===== src/rtl/debug_frame_tx.sv =====
// Snapshot serializer: header, length, then frame bytes MS-first toward uart_tx.
// Define DEBUG_FRAME_CHECKSUM_EN to append an XOR checksum of the data bytes.
module debug_frame_tx #(
  parameter int              NB_DATA  = 8,
  parameter int              NB_FRAME = 144,
  parameter logic [NB_DATA-1:0] HEADER = 8'hA5
) (
  input  logic                clk,
  input  logic                i_rst_n,
  input  logic                i_start,
  input  logic [NB_FRAME-1:0] i_frame,
  input  logic                i_txDone,
  output logic                o_tx_start,
  output logic [NB_DATA-1:0]  o_data,
  output logic                o_busy,
  output logic                o_done
);

  localparam int N_BYTES = (NB_FRAME + 7) / 8;
  localparam int SH_W    = 8 * N_BYTES;
  localparam int IDX_W   = $clog2(N_BYTES + 3);
`ifdef DEBUG_FRAME_CHECKSUM_EN
  localparam int N_SEQ   = N_BYTES + 3;
`else
  localparam int N_SEQ   = N_BYTES + 2;
`endif
  localparam logic [IDX_W-1:0]   LAST_IDX = IDX_W'(N_SEQ - 1);
  localparam logic [NB_DATA-1:0] LEN_BYTE = NB_DATA'(N_BYTES);

  typedef enum logic [1:0] {IDLE, ISSUE, WAIT, FINISH} state_t;

  state_t             state;
  logic [IDX_W-1:0]   idx;
  logic [IDX_W-1:0]   next_idx;
  logic [SH_W-1:0]    shadow;
  logic [NB_DATA-1:0] next_byte;
`ifdef DEBUG_FRAME_CHECKSUM_EN
  localparam logic [IDX_W-1:0] FIRST_DATA = IDX_W'(2);
  localparam logic [IDX_W-1:0] LAST_DATA  = IDX_W'(N_BYTES + 1);
  logic [NB_DATA-1:0] csum;
`endif

  // Byte for the following sequence slot; header is loaded directly on accept.
  always_comb begin
    next_idx  = idx + 1'b1;
    next_byte = '0;
    if (next_idx == IDX_W'(1))
      next_byte = LEN_BYTE;
    for (int unsigned k = 0; k < N_BYTES; k++) begin
      if (next_idx == IDX_W'(k + 2))
        next_byte = shadow[8*(N_BYTES-1-k) +: 8];
    end
`ifdef DEBUG_FRAME_CHECKSUM_EN
    if (next_idx == LAST_IDX)
      next_byte = csum;
`endif
  end

  always_ff @(posedge clk or negedge i_rst_n) begin
    if (!i_rst_n) begin
      state      <= IDLE;
      idx        <= '0;
      shadow     <= '0;
      o_tx_start <= 1'b0;
      o_data     <= '0;
      o_busy     <= 1'b0;
      o_done     <= 1'b0;
`ifdef DEBUG_FRAME_CHECKSUM_EN
      csum       <= '0;
`endif
    end else begin
      case (state)
        IDLE: begin
          if (i_start) begin
            shadow     <= SH_W'(i_frame);
            idx        <= '0;
            o_data     <= HEADER;
            o_tx_start <= 1'b1;
            o_busy     <= 1'b1;
            state      <= ISSUE;
`ifdef DEBUG_FRAME_CHECKSUM_EN
            csum       <= '0;
`endif
          end
        end
        ISSUE: begin
          o_tx_start <= 1'b0;
          state      <= WAIT;
`ifdef DEBUG_FRAME_CHECKSUM_EN
          // Fold each data byte in as it goes out, avoiding a wide XOR tree.
          if (idx >= FIRST_DATA && idx <= LAST_DATA)
            csum <= csum ^ o_data;
`endif
        end
        WAIT: begin
          if (i_txDone) begin
            if (idx == LAST_IDX) begin
              o_data <= '0;
              o_done <= 1'b1;
              state  <= FINISH;
            end else begin
              idx        <= next_idx;
              o_data     <= next_byte;
              o_tx_start <= 1'b1;
              state      <= ISSUE;
            end
          end
        end
        FINISH: begin
          o_done <= 1'b0;
          o_busy <= 1'b0;
          o_data <= '0;
          state  <= IDLE;
        end
        default: state <= IDLE;
      endcase
    end
  end

endmodule


===== config.mk =====
export PLATFORM = sky130hd
export DESIGN_NAME = debug_frame_tx
export DESIGN_NICKNAME = d
export VERILOG_FILES = /design/src/rtl/debug_frame_tx.sv
export SDC_FILE = /design/constraint.sdc
export NUM_CORES = 1
export LEC_CHECK = 0
export CAP_MARGIN = 10
export CORE_ASPECT_RATIO = 1.2
export CORE_MARGIN = 2
export CORE_UTILIZATION = 40
export CTS_CLUSTER_SIZE = 24
export DETAILED_ROUTE_END_ITERATION = 10
export PLACE_DENSITY_LB_ADDON = 0.15
export SLEW_MARGIN = 15
export SYNTH_ARGS = -nofsm -noshare
export SYNTH_HDL_FRONTEND = slang
export SYNTH_SLANG_ARGS = --single-unit

===== constraint.sdc =====
create_clock -name clk -period 2.8 [get_ports clk]
set_input_delay 0.56 -clock clk [delete_from_list [all_inputs] [get_ports clk]]
set_output_delay 0.56 -clock clk [all_outputs]
set_load 0.01 [all_outputs]

==> results of run 1 <==
==> repair_timing <==
item,4_1_cts,5_1_grt
endpoints found under the hold margin,0,0
setup endpoints to repair,0,2
hold buffers,0,0
gates resized for setup,0,2
==> cell usage in the layout, fill, tap and decap left out, types with 4 or more instances in the layout <==
master           count
dfrtp_1            162
inv_1                9
buf_4               57
clkbuf_16           17
inv_6                5
nand2_1             39
nand4_1              4
nor3_1              12
and3_1               5
ha_1                 5
nand2b_1             7
a32oi_1              8
a22oi_1              4
mux2_2             144
o22ai_1             24
nand3b_1             4
nand3_1             19
a31oi_1             14
a221oi_1             5
a21oi_1             43
clkdlybuf4s50_1    157
o21a_1               4
buf_12               5
a21o_1               6
o21ai_0             36
or3_1                6
nor2b_1              4
nor2_1              35
o221ai_1             7
a22o_1               5
==> final cells by class <==
type | instances | area share [%]
multi-input combinational | 518 | 35.9
tap | 265 | 2.98
clock buffer | 17 | 3.82
inverter | 13 | 0.438
sequential | 162 | 36.4
clock inverter | 15 | 1.52
timing repair buffer | 220 | 18.9
==> registers in the layout (all words and copies together) (netlist names) <==
name and count:
shadow 144, o_tx_start 1, idx 5, o_busy 1, state 2, o_data 8, o_done 1
==> worst max path at each step <==
stage | end | cells past startpoint | slack, ns
floorplan | o_data[4] | 10 | 0.36
finish | o_data[1] | 9 | 0.19
detailed placement | o_data[1] | 9 | 0.22
CTS | o_data[0] | 11 | 0.19
global route | o_data[1] | 9 | 0.02
global placement | o_data[0] | 11 | 0.27
==> stage by stage <==
step | hold slack, ns | power (uW) | setup WS, ns | instances
finish | 0.0704 | 11100 | 0.190 | 1210
global route | 0.108 | 11600 | 0.0173 | 1210
CTS | 0.0900 | 11000 | 0.193 | 1210
detailed placement | 0.497 | 8620 | 0.221 | 1178
global placement | 0.491 | 8530 | 0.270 | 1178
floorplan | 0.264 | 6680 | 0.363 | 745
==> routing by layer <==
layer | global-route usage, % | vias to the layer above | wire length [um] | part of all wire, %
li1 | - | 3180 | - | -
met3 | 4.87 | 68 | 2140 | 7.7
met5 | 0 | - | 0 | 0
met4 | 8.90 | 0 | 879 | 3.2
met2 | 42.3 | 344 | 13300 | 48
met1 | 34.7 | 3564 | 11300 | 41
==> cells by family after synthesis <==
logic type,count (synthesis)
muxes,145
and+or+nand+nor,155
DFF,162
buffers and inverters,65
adders and majority gates,5
AOI/OAI and AO/OA,211
xor gates and xnor gates,2
==> power by group <==
| group | total (uW) | internal, uW | switching (uW) |
|---|---|---|---|
| clock | 2390 | 1340 | 1050 |
| sequential | 4490 | 3510 | 988 |
| combinational | 4170 | 2180 | 1990 |
| total | 11100 | 7020 | 4030 |
==> results.cfg, run 1 <==
[status]
status = finished, final reports clean

[global_route]
gr-total-overflow = 0
grt_use_total_pct = 25.9
grt_pass1_vias = 7332
grt_max_degree = 79
antenna_found_initial = 0
grt_pass1_wl_um = 42900

[cts]
cts_max_path_buffers = 2
post_cts_buffers = 0
clkTransAtPathRegs_ns = 0.07
cts.htree.levels = 4
cts_buffers = 17
cts_root_buf = clkbuf_16
cts_num_sinks = 162
clock_latency_ns = 0.43
cts_tree = built

[routing]
wl_um = 27700
firstDrtPassIters = 6
wl_per_cell_um = 22.9
viasPerCell = 5.91
drt_iter0_drc = 758
ant_nets = 0
drcViolationCount = 0
route.vias.total = 7156

[setup_path]
critPathLaunch = idx[0]
reg2reg_depth = 9
timing.rr.end = o_data[1]
cp_max_fo = 17
cp_top_family = compound AO/OA/AOI/OAI gates
critPathSlowestCell = dfrtp_1
cp-end-kind = register
crit_required_ns = 3.11
crit_path_cell_trace = ha_1 > buf_4 > nand2b_1 > o21ai_2 > a22o_1 > o21ai_0 > a211o_1 > a222oi_1 > nand2_1
critPathLaunchType = register
crit_type = register to register
rrSetupSlack_ns = 0.19
cp_num_buf_inv = 1
r2r-start = idx[0]
crit_path_max_incr_delay_ns = 0.38
arrival_ns = 2.92

[placement]
post_dp_cell_area_um2 = 10500
hpwl_um = 20900
io_buffers = 158
finalWeightedCongestion = 1.06

[timing]
worst_pin_slew_ns = 0.588
finClkSkew_ns = 0.00621
fin_crit_ns = 2.61
fin_setup_tns_ns = 0
hold_viol_final = 0
slew_viol_final = 0
rsz0062_at_grt = false
max_freq_mhz = 383
finalSetupViolations = 0
fin_crit_sh_pct = 93.2
slew_headroom_pct = 60.8

[cells_and_area]
layout.nets = 1085
multi_input_area_um2 = 4000
fillers = 1831
fin_util_pct = 54.6
design_area_um2 = 11100
seqCellArea_um2 = 4050
antenna_cells = 0
final_layout_size_suffix_gt1_share_pct = 27.6
area_growth_pct = 33.4

[synth]
synth_compound_area_share_pct = 17.8
synth_edf_count = 0
syn_area_um2 = 8350
synth_seq_cells = 162
synth.area.top_cells = dfrtp_1 (49%), mux2_2 (19%), a21oi_1 (2.6%)
synthArstFlopShare_pct = 100
synth_warnings = 0
synthFlopType = dfrtp_1
syn_avg_cell_area_um2 = 11.2
synth_most_common_cell = dfrtp_1
syn_nets = 898
ys_types = 77
synth_common_cells = dfrtp_1 (162), mux2_2 (144), a21oi_1 (43)
ys_seq_area_share_pct = 48.5
netlist_instances = 745
synth_fa_ha_area_share_pct = 0.749
yosysTopAreaCellShare_pct = 48.5
synth_top_family_by_area = multiplexers
synthXorXnorAreaFrac_pct = 0.390
synth_area_leader_cell = dfrtp_1
muxShareOfSynthArea_pct = 19.5
synthSimpleGateAreaFrac_pct = 9.41

[floorplan]
die_w_um = 136
initial_core_util_pct = 40.9
io_pins = 159
rows = 57
die_h_um = 162
core_um2 = 20400
die-area_um2 = 22100

[power]
vdd_drop_max_v = 0.000468
power_density_nw_per_um2 = 992
p_leak_uw = 0.00458

[min_path]
hold_path_class = input port to async pin

[flow_run]
max-cap-violations = 0
(Power assumes the default switching activity.)
==> run 2: changes to the inputs <==
--- a/config.mk
+++ b/config.mk
@@ -12,6 +12,7 @@
 export CTS_CLUSTER_SIZE = 24
 export DETAILED_ROUTE_END_ITERATION = 10
 export PLACE_DENSITY_LB_ADDON = 0.15
+export SKIP_LAST_GASP = 1
 export SLEW_MARGIN = 15
 export SYNTH_ARGS = -nofsm -noshare
 export SYNTH_HDL_FRONTEND = slang
==> results of run 2 <==
Final layout, timing and power as in run 1 (identical DEF).
